### src/rtl/hazard_ctrl.sv
// hazard_ctrl: pipeline sequencing controller for the 5-stage RV core.
//   Produces the stage-register enables, IF/ID and ID/EX flushes and an EX/MEM
//   bubble. It resolves load-use hazards, branch/jump mispredicts, multi-cycle
//   EX operations and data-memory wait states.
//   Inputs:  ID/EX register-use info, EX load/mispredict/multi-cycle status,
//            MEM request/ready handshake.
//   Outputs: PC_en, IF_ID_en, ID_EX_en, EX_MEM_en, MEM_WB_en,
//            IF_ID_flush, ID_EX_flush, EX_MEM_bubble, stall_cnt, flush_cnt.
//   Optional macro HAZARD_CTRL_PERF_CNT_EN builds saturating stall/flush
//   counters; without it both counter ports are tied to 0.
module hazard_ctrl #(
  parameter int CNT_W = 32
) (
  input  logic             clk,
  input  logic             rst_n,
  input  logic [4:0]       ID_rs1,
  input  logic [4:0]       ID_rs2,
  input  logic [2:0]       ID_ValidReg,
  input  logic [4:0]       EX_rd,
  input  logic [2:0]       EX_ValidReg,
  input  logic             EX_MemRead,
  input  logic             EX_mispredict,
  input  logic             EX_mc_start,
  input  logic             EX_mc_done,
  input  logic             MEM_req,
  input  logic             MEM_ready,
  output logic             PC_en,
  output logic             IF_ID_en,
  output logic             ID_EX_en,
  output logic             EX_MEM_en,
  output logic             MEM_WB_en,
  output logic             IF_ID_flush,
  output logic             ID_EX_flush,
  output logic             EX_MEM_bubble,
  output logic [CNT_W-1:0] stall_cnt,
  output logic [CNT_W-1:0] flush_cnt
);
  typedef enum logic [1:0] {INIT, RUN, EX_WAIT} state_t;
  state_t state_q, state_d;
  logic mem_stall, load_use;
  always_ff @(posedge clk or negedge rst_n)
    if (!rst_n) state_q <= INIT;
    else        state_q <= state_d;
  always_comb begin
    mem_stall = MEM_req & ~MEM_ready;
    load_use  = EX_MemRead & EX_ValidReg[0] & (EX_rd != 5'd0) &
                ((ID_ValidReg[1] & (ID_rs1 == EX_rd)) | (ID_ValidReg[2] & (ID_rs2 == EX_rd)));
    state_d       = state_q;
    {PC_en, IF_ID_en, ID_EX_en, EX_MEM_en, MEM_WB_en} = 5'b11111;
    {IF_ID_flush, ID_EX_flush, EX_MEM_bubble}        = 3'b000;
    if (state_q == INIT) begin
      {PC_en, IF_ID_en, ID_EX_en, EX_MEM_en, MEM_WB_en} = 5'b00000;
      {IF_ID_flush, ID_EX_flush, EX_MEM_bubble}        = 3'b111;
      state_d = RUN;
    end else if (mem_stall) begin
      // Whole-pipe freeze; EX keeps its instruction so its events re-present.
      {PC_en, IF_ID_en, ID_EX_en, EX_MEM_en, MEM_WB_en} = 5'b00000;
    end else if (state_q == EX_WAIT) begin
      // Mispredicts are ignored here; EX raises them again after completion.
      if (EX_mc_done) state_d = RUN;
      else begin
        {PC_en, IF_ID_en, ID_EX_en} = 3'b000;
        EX_MEM_bubble = 1'b1;
      end
    end else if (EX_mispredict) begin
      // Squashing ID also discards any coincident load-use hazard.
      {IF_ID_flush, ID_EX_flush} = 2'b11;
    end else if (EX_mc_start & ~EX_mc_done) begin
      {PC_en, IF_ID_en, ID_EX_en} = 3'b000;
      EX_MEM_bubble = 1'b1;
      state_d = EX_WAIT;
    end else if (load_use) begin
      // One bubble lets the load reach MEM/WB for forwarding.
      {PC_en, IF_ID_en} = 2'b00;
      ID_EX_flush = 1'b1;
    end
  end
`ifdef HAZARD_CTRL_PERF_CNT_EN
  logic [CNT_W-1:0] stall_cnt_q, stall_cnt_d, flush_cnt_q, flush_cnt_d;
  // IF_ID_flush with PC_en high only occurs for an accepted mispredict.
  always_comb begin
    stall_cnt_d = (state_q != INIT && !PC_en && !(&stall_cnt_q)) ? stall_cnt_q + CNT_W'(1) : stall_cnt_q;
    flush_cnt_d = (IF_ID_flush && PC_en && !(&flush_cnt_q)) ? flush_cnt_q + CNT_W'(1) : flush_cnt_q;
  end
  always_ff @(posedge clk or negedge rst_n)
    if (!rst_n) begin
      stall_cnt_q <= '0;
      flush_cnt_q <= '0;
    end else begin
      stall_cnt_q <= stall_cnt_d;
      flush_cnt_q <= flush_cnt_d;
    end
  assign stall_cnt = stall_cnt_q;
  assign flush_cnt = flush_cnt_q;
`else
  assign stall_cnt = '0;
  assign flush_cnt = '0;
`endif
endmodule

### config.mk
export PLATFORM = sky130hd
export DESIGN_NAME = hazard_ctrl
export DESIGN_NICKNAME = d
export VERILOG_FILES = /design/src/rtl/hazard_ctrl.sv
export SDC_FILE = /design/constraint.sdc
export NUM_CORES = 1
export LEC_CHECK = 0
export CAP_MARGIN = 20
export CORE_AREA = 3 3 40 42
export CTS_CLUSTER_SIZE = 14
export DETAILED_ROUTE_END_ITERATION = 6
export DIE_AREA = 0 0 43 45
export DONT_BUFFER_PORTS = 1
export HOLD_SLACK_MARGIN = 0.15
export PLACE_DENSITY = 0.74
export SETUP_SLACK_MARGIN = 0.15
export SLEW_MARGIN = 20
export SYNTH_ARGS = -nofsm -noshare
export SYNTH_HDL_FRONTEND = slang
export SYNTH_SLANG_ARGS = --single-unit
### constraint.sdc
create_clock -name clk -period 1.6 [get_ports clk]
set_input_delay 0 -clock clk [delete_from_list [all_inputs] [get_ports clk]]
set_output_delay 0 -clock clk [all_outputs]
set_load 0.01 [all_outputs]
==> qor.json <==
{
  "outcome": {"value": "completed"},
  "total_length_of_routed_met3_wires": {"value": 279, "unit": "um"},
  "max_cap_viol_count": {"value": 0},
  "mostFrequentLayoutCell": {"value": "sky130_fd_sc_hd__conb_1"},
  "max_reg_flops": {"value": 2},
  "globalRoute.totalOverflow": {"value": 0},
  "cp-end-kind": {"value": "flop"},
  "routed_via_density": {"value": 3.92},
  "path_class": {"value": "in2reg"},
  "fp.coreArea": {"value": 1280, "unit": "sq um"},
  "yosys_warnings": {"value": 0},
  "r2r.worst_path.cells": {"value": 3},
  "route.final.wire_length": {"value": 1.43, "unit": "mm"},
  "antenna_found_initial": {"value": 0},
  "post-route-util": {"value": 50.3, "unit": "%"},
  "timing.critical_path.slowest_cell_delay": {"value": 570, "unit": "ps"},
  "tritonroute_pass_1_iters": {"value": 4},
  "p_sw_share": {"value": 46.6, "unit": "%"},
  "io_pins": {"value": 101},
  "hold_viol": {"value": 0},
  "post-route-drc-count": {"value": 0},
  "power_leakage": {"value": 0.375, "unit": "nW"},
  "track_usage": {"value": 11.8, "unit": "%"},
  "clock_sink_count": {"value": 2},
  "cts_tree": {"value": "yes"},
  "ys_seq_area_share": {"value": 6.14, "unit": "%"},
  "cts_buffer_depth": {"value": 2},
  "grt_pass1_wl": {"value": 1.65, "unit": "mm"},
  "synth.avg_cell_area": {"value": 7.27, "unit": "sq um"},
  "intPower": {"value": 180, "unit": "uW"},
  "report.final.slew_viol_count": {"value": 0},
  "upper_clock_frequency_limit": {"value": 751, "unit": "MHz"},
  "rsz0062_at_grt": {"value": "false"},
  "final_period_minus_worst_setup_slack": {"value": 1330, "unit": "ps"},
  "timing.critical_path.arrival": {"value": 1430, "unit": "ps"},
  "setup_viol": {"value": 0},
  "crit_required": {"value": 1690, "unit": "ps"},
  "postSynthCellCount": {"value": 112},
  "clkSlewWorstSetupHoldPaths": {"value": 30, "unit": "ps"},
  "layout.nets": {"value": 147},
  "die_area": {"value": 1940, "unit": "sq um"},
  "path_max_fanout": {"value": 4},
  "pwr-share-clk": {"value": 31.6, "unit": "%"},
  "detail_route.wl_per_cell": {"value": 10.9, "unit": "um"},
  "power.sequential.fraction": {"value": 19.8, "unit": "%"},
  "overall_via_count_from_detail_route": {"value": 514},
  "clkLatencyLatePin": {"value": 220, "unit": "ps"},
  "insertedDiodeCount": {"value": 0},
  "combinationalPowerShare": {"value": 48.6, "unit": "%"},
  "wl_met2": {"value": 774, "unit": "um"},
  "tritoncts.num_buffers": {"value": 3},
  "number_of_synthesized_register_bits": {"value": 2},
  "timing.critical_path.cells": {"value": "dlygate4sd3_1 -> nor3_2 -> dlygate4sd3_1 -> a21oi_1"},
  "grt_max_degree": {"value": 9},
  "layout-area-overhead-vs-synth": {"value": -20.6, "unit": "%"},
  "cts_setup_buffers": {"value": 0},
  "wl_met1": {"value": 376, "unit": "um"},
  "syn_area": {"value": 815, "unit": "sq um"},
  "root_buffer": {"value": "sky130_fd_sc_hd__clkbuf_4"},
  "floorplan.die.height": {"value": 45, "unit": "um"},
  "regMostFlops": {"value": "state_q"},
  "detailed_place_hpwl": {"value": 1.17, "unit": "mm"},
  "grt_pass1_vias": {"value": 421},
  "detail-route-antenna-nets": {"value": 0},
  "placementRows": {"value": 13},
  "post_synth_num_cell_types": {"value": 22},
  "crit_path_frequent_cell": {"value": "sky130_fd_sc_hd__dlygate4sd3_1"},
  "h-tree-depth": {"value": 1},
  "cpMaxStageDelayCell": {"value": "sky130_fd_sc_hd__dlygate4sd3_1"},
  "first_iter_violations": {"value": 5},
  "hold_path_class": {"value": "in2out"},
  "final_critical_path_setup_slack": {"value": 268, "unit": "ps"},
  "fin_setup_tns": {"value": 0, "unit": "ps"},
  "slew_headroom": {"value": 64.5, "unit": "%"},
  "port_buffers": {"value": 0},
  "drive_gt1_share": {"value": 6.03, "unit": "%"},
  "gpl_congestion": {"value": 0.673},
  "largest_registers": {"value": "state_q: 2 flops"},
  "floorplan.die.width": {"value": 43, "unit": "um"},
  "dp_worst_setup_slack": {"value": 424, "unit": "ps"},
  "total_switching_power": {"value": 157, "unit": "uW"},
  "worst_hold_path.num_cells": {"value": 2},
  "worst_setup_path_start_kind": {"value": "primary input"},
  "tightest_slew": {"value": 532, "unit": "ps"},
  "period_share": {"value": 83.2, "unit": "%"},
  "power.ir.vdd_worst": {"value": 0.169, "unit": "mV"},
  "highest_count_cells_in_the_layout_ignoring_fill_and_taps": {"value": "sky130_fd_sc_hd__conb_1 (64), sky130_fd_sc_hd__nor2_1 (8), sky130_fd_sc_hd__xor2_1 (8)"},
  "final.setup_skew": {"value": 0.0828, "unit": "ps"},
  "power.density_cell_area": {"value": 522, "unit": "nW/um^2"},
  "initial_utilization": {"value": 63.4, "unit": "%"},
  "highest_metal_layer_used_by_the_detailed_router": {"value": "met3"}
}
## worst max-delay path: cells and delay by family
kind            cells  cell delay [ps]
buf+inv             2             1140
compound gates      1               60
simple gates        1              220
## through the flow
step | cells | total power, mW | hold slack [ps] | instance area (sq um)
after floorplan | 175 | 0.324 | -296 | 1050
after global placement | 124 | 0.211 | -296 | 574
after detailed placement | 124 | 0.212 | -296 | 574
after CTS | 131 | 0.332 | 162 | 637
after global routing | 131 | 0.370 | 163 | 647
final | 131 | 0.338 | 140 | 647
## Yosys cell counts (all sizes together)
master,instances,area (sq um)
inv,3,11.3
conb,1,3.75
and2,1,6.26
nor2b,1,6.26
o31a,1,8.76
nor4,2,18.8
nand2,4,15.0
a21oi,2,10.0
nand2b,1,6.26
o21ai,3,15.0
o21bai,1,7.51
nor2,8,30.0
xor2,8,70.1
o2111ai,1,8.76
buf,66,495
xnor2,2,17.5
dfrtp,2,50.1
a32oi,1,8.76
nor3,2,10.0
a21o,1,7.51
o31ai,1,7.51
## worst paths after layout
check	from	to	slack [ps]
max	EX_mc_done	state_q[0]	270
min	EX_mc_done	ID_EX_en	140
max reg2reg	state_q[1]	state_q[0]	790
min reg2reg	state_q[0]	state_q[0]	540
max in group asynchronous	rst_n	state_q[0]	890
min in group asynchronous	rst_n	state_q[1]	560
## cell type report
class                           count  area (sq um)
Inverter                            3          11.3
Multi-Input combinational cell    104           503
Sequential cell                     2          51.3
Fill cell                         126           638
Timing Repair Buffer                4          40.0
Clock buffer                        3          22.5
Tap cell                           15          18.8
## power groups by stage
stage	Sequential (mW)	Clock, mW	Combinational [mW]
global placement	0.0659	0	0.145
finish	0.0668	0.107	0.164
global route	0.0688	0.121	0.180
detailed placement	0.0661	0	0.146
floorplan	0.0640	0	0.260
CTS	0.0656	0.113	0.154
## per-layer routing
layer	track usage, %	vias up
met2	24.0	61
met3	4.38	0
met5	0	-
met1	9.88	219
met4	6.02	0
li1	-	234
## kinds of logic after synthesis
group                  synth area share, %
AO/OA/AOI/OAI                         9.06
XOR/XNOR                              10.8
buffers and inverters                 62.2
flip-flops                            6.14
other                                0.460
AND/OR/NAND/NOR                       11.4
## what timing repair did
action,4_1_cts,5_1_grt
endpoints found under the setup margin,0,3
endpoints found under the hold margin,4,0
hold buffers,4,0
resized for setup,0,3
Note: power is estimated with default switching activity, not from simulation.
